$ cat config.mk
export PLATFORM = sky130hd
export DESIGN_NAME = seq_matmul_mac
export DESIGN_NICKNAME = d
export VERILOG_FILES = /design/src/rtl/seq_matmul_mac.sv
export SDC_FILE = /design/constraint.sdc
export NUM_CORES = 1
export LEC_CHECK = 0
export BUFFER_PORTS_ARGS = -buffer_cell sky130_fd_sc_hd__buf_2
export CORE_ASPECT_RATIO = 0.5
export CORE_MARGIN = 1
export CORE_UTILIZATION = 64
export DETAILED_ROUTE_END_ITERATION = 16
export PLACE_DENSITY = 0.89
export SYNTH_ARGS = -nofsm -noshare
export SYNTH_HDL_FRONTEND = slang
export SYNTH_SLANG_ARGS = --single-unit
$ cat constraint.sdc
create_clock -name clk -period 7.4 [get_ports clk]
set_clock_uncertainty 0.2 [all_clocks]
set_input_delay 2.22 -clock clk [delete_from_list [all_inputs] [get_ports clk]]
set_output_delay 2.22 -clock clk [all_outputs]
set_load 0.02 [all_outputs]
$ cat src/rtl/seq_matmul_mac.sv
// seq_matmul_mac: sequential signed matrix multiplier Z[M][N] = A[M][K] x B[K][N].
// A and B come from external 1-cycle-latency memories. The datapath does one MAC per
// cycle while fetching. Results stream out one element at a time on a stb/ack handshake.
// Build macro MATMUL_SAT_EN: when defined, each result is saturated to the signed OUT_W
// range. When undefined, each result keeps the low OUT_W bits (two's-complement wrap).
module seq_matmul_mac #(
  parameter int M     = 4,
  parameter int K     = 4,
  parameter int N     = 4,
  parameter int W     = 16,
  parameter int OUT_W = 2*W + $clog2(K) + 1,
  localparam int IM   = (M > 1) ? $clog2(M) : 1,
  localparam int IK   = (K > 1) ? $clog2(K) : 1,
  localparam int IN   = (N > 1) ? $clog2(N) : 1
) (
  input  logic             clk,
  input  logic             rst,
  input  logic             start,
  output logic             rd_en,
  output logic [IM-1:0]    a_i,
  output logic [IK-1:0]    a_j,
  output logic [IK-1:0]    b_i,
  output logic [IN-1:0]    b_j,
  input  logic [W-1:0]     a_in,
  input  logic [W-1:0]     b_in,
  output logic [OUT_W-1:0] z_out,
  output logic [IM-1:0]    z_i,
  output logic [IN-1:0]    z_j,
  output logic             z_stb,
  input  logic             z_ack,
  output logic             busy,
  output logic             done
);

  // The accumulator is wide enough for every possible dot product, even when OUT_W is narrowed.
  localparam int FULL_W = 2*W + $clog2(K) + 1;
  localparam int ACC_W  = (OUT_W + 1 > FULL_W) ? OUT_W + 1 : FULL_W;

  localparam logic [IM-1:0] M_LAST = IM'(M - 1);
  localparam logic [IK-1:0] K_LAST = IK'(K - 1);
  localparam logic [IN-1:0] N_LAST = IN'(N - 1);

  typedef enum logic [2:0] {
    S_IDLE,
    S_RUN,
    S_DRAIN,
    S_OUT,
    S_DONE
  } state_t;

  state_t r_state;
  state_t w_stateNext;

  logic [IM-1:0]           r_i;
  logic [IN-1:0]           r_j;
  logic [IK-1:0]           r_k;
  logic                    r_vldD;
  logic signed [ACC_W-1:0] r_acc;
  logic [OUT_W-1:0]        r_zOut;
  logic                    r_zStb;

  logic signed [2*W-1:0]   w_prod;
  logic signed [ACC_W-1:0] w_prodExt;
  logic signed [ACC_W-1:0] w_sum;
  logic [OUT_W-1:0]        w_zNext;
  logic                    w_lastElem;

  assign w_prod     = $signed(a_in) * $signed(b_in);
  assign w_prodExt  = {{(ACC_W - 2*W){w_prod[2*W-1]}}, w_prod};
  assign w_sum      = r_acc + w_prodExt;
  assign w_lastElem = (r_j == N_LAST) && (r_i == M_LAST);

`ifdef MATMUL_SAT_EN
  localparam logic signed [ACC_W-1:0] SAT_MAX = {{(ACC_W - OUT_W + 1){1'b0}}, {(OUT_W - 1){1'b1}}};
  localparam logic signed [ACC_W-1:0] SAT_MIN = ~SAT_MAX;
  localparam logic [OUT_W-1:0] OUT_MAX = {1'b0, {(OUT_W - 1){1'b1}}};
  localparam logic [OUT_W-1:0] OUT_MIN = {1'b1, {(OUT_W - 1){1'b0}}};

  // Clamp the finished dot product into the signed OUT_W range.
  always_comb begin
    w_zNext = w_sum[OUT_W-1:0];
    if (w_sum > SAT_MAX) begin
      w_zNext = OUT_MAX;
    end else if (w_sum < SAT_MIN) begin
      w_zNext = OUT_MIN;
    end
  end
`else
  assign w_zNext = w_sum[OUT_W-1:0];
`endif

  // State register; reset aborts any operation in progress.
  always_ff @(posedge clk or negedge rst) begin
    if (!rst) begin
      r_state <= S_IDLE;
    end else begin
      r_state <= w_stateNext;
    end
  end

  // Next-state logic: K fetch cycles, one drain cycle, then wait for the consumer.
  always_comb begin
    w_stateNext = r_state;
    case (r_state)
      S_IDLE:  if (start) w_stateNext = S_RUN;
      S_RUN:   if (r_k == K_LAST) w_stateNext = S_DRAIN;
      S_DRAIN: w_stateNext = S_OUT;
      S_OUT:   if (z_ack) w_stateNext = w_lastElem ? S_DONE : S_RUN;
      S_DONE:  w_stateNext = S_IDLE;
      default: w_stateNext = S_IDLE;
    endcase
  end

  // Status and read-strobe outputs are decoded directly from the state.
  always_comb begin
    rd_en = (r_state == S_RUN);
    busy  = (r_state != S_IDLE);
    done  = (r_state == S_DONE);
  end

  // Datapath: index walking, accumulation of delayed read data, and result capture.
  always_ff @(posedge clk or negedge rst) begin
    if (!rst) begin
      r_i    <= '0;
      r_j    <= '0;
      r_k    <= '0;
      r_vldD <= 1'b0;
      r_acc  <= '0;
      r_zOut <= '0;
      r_zStb <= 1'b0;
    end else begin
      r_vldD <= rd_en;
      if (r_vldD) begin
        r_acc <= w_sum;
      end
      case (r_state)
        S_IDLE: begin
          if (start) begin
            r_i   <= '0;
            r_j   <= '0;
            r_k   <= '0;
            r_acc <= '0;
          end
        end
        S_RUN: begin
          r_k <= (r_k == K_LAST) ? '0 : r_k + IK'(1);
        end
        S_DRAIN: begin
          r_zOut <= w_zNext;
          r_zStb <= 1'b1;
        end
        S_OUT: begin
          if (z_ack) begin
            r_zStb <= 1'b0;
            r_acc  <= '0;
            if (r_j != N_LAST) begin
              r_j <= r_j + IN'(1);
            end else if (r_i != M_LAST) begin
              r_j <= '0;
              r_i <= r_i + IM'(1);
            end
          end
        end
        default: ;
      endcase
    end
  end

  assign a_i   = r_i;
  assign a_j   = r_k;
  assign b_i   = r_k;
  assign b_j   = r_j;
  assign z_i   = r_i;
  assign z_j   = r_j;
  assign z_out = r_zOut;
  assign z_stb = r_zStb;

endmodule

==> impl_metrics.yaml, run 1 <==
logic_synthesis:
  syn_nets: 2005
  netlist_instances: 1552
  synth_ff_type: "dfrtp_1"
  synth_edf_count: 0
  ys_types: 58
  synth_area_um2: 14900
  syn_area_per_cell_um2: 9.59
  yosysWarnings: 0
  yosys_register_bits: 81
  synth_async_sr_flop_share: 1.00
  seq_area_frac_synth: 0.136
floorplan:
  start_util: 0.652
  io_pins: 87
  row_count: 39
  die_y_um: 110
  chipWidth_um: 218
clock_network:
  cts.sinks: 81
  cts_max_path_buffers: 2
  numCtsBuffers: 9
  cts-root-buf: "clkbuf_16"
  ctsHtreeMaxLevel: 3
timing:
  postGrtWorstEndpoint: "r_acc[32]$_DFF_PN0_/D"
  worstEndpointType: "sequential cell input"
global_routing:
  grt_use_total: 0.750
  antenna_found_initial: 9
  grt-ovfl-total: 49
  grt_max_degree: 74
placed_design:
  numPortBuffers: 86
  place_area_um2: 17000
  dpl.hpwl_um: 31200
  place.gp.congestion: 0.991
status:
  error_line: "[ERROR GRT-0232] Routing congestion too high. Check the congestion heatmap in the GUI."
  haltStage: "global routing (5_1_grt)"
  status: "aborted with a tool error"
## repair_timing
action                                  4_1_cts
buffers inserted                             25
gates resized for setup                     199
hold buffers                                  0
pin swaps                                   102
endpoints found under the setup margin       38
## synth_stat cells (2+ instances only)
cell type | count | area [um2]
and2_1 | 119 | 744
o21ai_0 | 35 | 175
fa_1 | 310 | 6210
nor3b_1 | 4 | 30.0
nand4b_1 | 3 | 26.3
nor2b_1 | 4 | 25.0
mux2i_1 | 23 | 230
o21bai_1 | 2 | 15.0
or4b_1 | 2 | 20.0
a211oi_1 | 4 | 30.0
nand2_1 | 175 | 657
and4_1 | 2 | 17.5
xor2_1 | 9 | 78.8
or3_1 | 3 | 18.8
nand3b_1 | 11 | 82.6
a22o_1 | 2 | 17.5
buf_1 | 2 | 7.51
xnor2_1 | 26 | 228
dfrtp_1 | 81 | 2030
o21a_1 | 6 | 45.0
nor3_1 | 6 | 30.0
o31ai_1 | 5 | 37.5
clkbuf_1 | 52 | 195
nand3_1 | 16 | 80.1
a21oi_1 | 34 | 170
a211o_1 | 3 | 26.3
ha_1 | 107 | 1340
nor2_1 | 53 | 199
mux2_2 | 21 | 236
nand2b_1 | 9 | 56.3
a221oi_2 | 2 | 30.0
a21o_1 | 13 | 97.6
o221ai_1 | 2 | 17.5
nand4_1 | 7 | 43.8
and3_1 | 9 | 56.3
buf_4 | 6 | 45.0
inv_1 | 363 | 1360
## cell families after synthesis
kind of cell | synth area share
multiplexers | 0.0313
adder cells (fa/ha/maj) | 0.507
AO/OA/AOI/OAI | 0.0561
AND/OR/NAND/NOR | 0.141
buffers and inverters | 0.108
XOR/XNOR | 0.0206
flip-flops | 0.136
## metrics by stage
step / hold WS, ps / std cells / setup WS, ps
2_1_floorplan: 278 / 1552 / -486
3_3_place_gp: 256 / 2057 / -771
3_5_place_dp: 265 / 2057 / -1000
4_1_cts: 280 / 2097 / -356
## per-layer routing
layer / global-route usage / overflow
met5: 0.452 / 2
met4: 0.711 / 21
met3: 0.655 / 2
met2: 0.908 / 24
met1: 0.726 / 0
==> inputs of run 2 (changes only) <==
--- a/config.mk
+++ b/config.mk
@@ -6,11 +6,10 @@
 export NUM_CORES = 1
 export LEC_CHECK = 0
 export BUFFER_PORTS_ARGS = -buffer_cell sky130_fd_sc_hd__buf_2
-export CORE_ASPECT_RATIO = 0.5
 export CORE_MARGIN = 1
-export CORE_UTILIZATION = 64
+export CORE_UTILIZATION = 40
 export DETAILED_ROUTE_END_ITERATION = 16
-export PLACE_DENSITY = 0.89
+export PLACE_DENSITY_LB_ADDON = 0.15
 export SYNTH_ARGS = -nofsm -noshare
 export SYNTH_HDL_FRONTEND = slang
 export SYNTH_SLANG_ARGS = --single-unit
==> impl_metrics.yaml, run 2 <==
status:
  status: "finished with violations"
  violations: "setup timing"
floorplan:
  die_y_um: 195
  start_util: 0.407
  core_area_um2: 36600
  row_count: 70
  die_area_um2: 38000
  chipWidth_um: 195
  io_pins: 87
placed_design:
  place.gp.congestion: 0.870
  place_ws_ps: -882
  dp_cells: 2216
  numPortBuffers: 86
  dpl.hpwl_um: 31300
timing:
  rsz0062_at_grt: "yes"
  fmax_mhz: 128
  min_period_ps: 7820
  min_period_over_period: 1.06
  hold_ws_ps: 270
  finalMaxSlewViolations: 0
  fin_ws_ps: -424
  hold_violations: 0
  worst_slew_pin_slew_ps: 1170
  setup_violations: 25
  maxSlewHeadroom: 0.223
logic_synthesis:
  synth_most_common_cell: "inv_1"
  ys_top_cells_by_area: "fa_1 (42%), dfrtp_1 (14%), inv_1 (9.2%)"
  synth_top_area_frac: 0.417
  synth_area_um2: 14900
  seq_area_frac_synth: 0.136
  synthTopCellsByCount: "inv_1 (363), fa_1 (310), nand2_1 (175), and2_1 (119), ha_1 (107)"
  ys_types: 58
  syn_nets: 2005
  netlist_instances: 1552
  yosysWarnings: 0
  synth_ff_type: "dfrtp_1"
  yosysTopAreaCell: "fa_1"
  synth_async_sr_flop_share: 1.00
  syn_area_per_cell_um2: 9.59
  synth_edf_count: 0
  yosys_register_bits: 81
clock_network:
  cts-root-buf: "clkbuf_16"
  ctsHtreeMaxLevel: 3
  numCtsBuffers: 9
  worstSkewPairLatency_ps: 340
  clk_pin_slew_ps: 70
  cts_hold_buffers: 0
  cts_max_path_buffers: 2
  cts_tree: "yes"
  cts.sinks: 81
min_path:
  hp-class: "reg2reg"
global_routing:
  first_global_vias: 12200
  antenna_found_initial: 0
  grt_pass1_wl_um: 62300
  grt-ovfl-total: 0
  grt_use_total: 0.207
  grt_max_degree: 61
detailed_routing:
  drc_errors: 0
  ant_nets: 0
  wl_per_cell_um: 16.4
  dr.pass1.iters: 5
  num_vias: 11000
  drt_wl_total_um: 37200
  drt_iter0_markers: 419
  viasPerCell: 4.87
critical_path:
  cpPeakStageDelay_ps: 530
  cp_data_arrival_time_ps: 7900
  critPathSlowestCell: "fa_1"
  cp.required_ps: 7480
  cp_top_family: "adder cells"
  critPathMaxFanout: 6
  start_kind: "input pin"
  critPathKind: "in2reg"
  endpoint_kind: "flop"
  path_cells: "buf_12 > buf_12 > buf_6 > buf_6 > and2_4 > fa_1 > fa_1 > fa_1 > fa_1 > fa_1 > inv_1 > fa_1 > inv_2 > ha_4 > and3_4 > nand3_2 > a221o_1 > a31oi_4 > a41o_4 > a221oi_4 > or4b_1 > nand3_1"
  crit_buf_inv: 6
  crit_path_frequent_cell: "fa_1"
finish:
  final_cells: 2267
  syn_to_final_growth_pct: 26.1
  fin_nets: 2247
  drive_gt1_frac: 0.268
  layout_commonest_cell: "inv_1"
  layout_common_cells: "inv_1 (341), fa_1 (295), buf_4 (182)"
  diodes: 0
flow_run:
  max-cap-violations: 0
==> run 2: logic make-up after synthesis <==
logic type	count (synthesis)	synth area share
buffers and inverters	424	0.108
AND/OR/NAND/NOR	424	0.141
adder cells (fa/ha/maj)	417	0.507
AO/OA/AOI/OAI	127	0.0561
flip-flops	81	0.136
multiplexers	44	0.0313
XOR/XNOR	35	0.0206
==> run 2: path summary, 6_finish.rpt <==
path | startpoint | endpoint | slack, ps | depth (start not counted)
worst max register to register | r_acc[15] | r_acc[32] | 1910 | 18
worst max-delay path | a_in[5] | r_acc[33] | -420 | 22
max in group asynchronous | rst | r_acc[5] | 4350 | 2
worst min-delay path | z_stb | z_stb | 270 | 2
min in group asynchronous | rst | a_j[1] | 1550 | 1
worst min register to register | z_stb | z_stb | 270 | 2
==> run 2: stage by stage <==
step | setup TNS (ps) | area [um2] | util
after global routing | -11560 | 18800 | 0.513
after floorplan | -3890 | 15200 | -
after CTS | -6070 | 18300 | 0.499
final | -6600 | 18800 | 0.513
after global placement | -25090 | 17200 | 0.471
after detailed placement | -25950 | 17200 | 0.471
==> run 2: area by class of cell <==
class / count / area (um2)
Tap cell: 468 / 586
Sequential cell: 81 / 2030
Clock inverter: 4 / 77.6
Timing Repair Buffer: 292 / 2410
Fill cell: 3389 / 17800
Multi-Input combinational cell: 1047 / 12100
Clock buffer: 12 / 236
Inverter: 363 / 1360
==> run 2: per-layer routing <==
metal	global-route usage	share of wire
met5	0	0
met2	0.383	0.55
met3	0.0175	0.020
met4	0.0432	0.018
met1	0.262	0.42
==> run 2: tightest hold or removal path, stage by stage (launching register included) <==
cell and delay [ps]:
dfrtp_1 340, nand2_1 50, nand2_1 50
==> run 2: repair_timing <==
item	4_1_cts	5_1_grt
endpoints found under the hold margin	0	0
resized for setup	149	88
endpoints found under the setup margin	38	39
pin swaps	79	90
setup buffers	18	18
gates cloned	1	2
Power of run 2 is left out: the tool's default activity adds up to more than one toggle a clock period on the data nets, which glitch-free logic cannot reach.
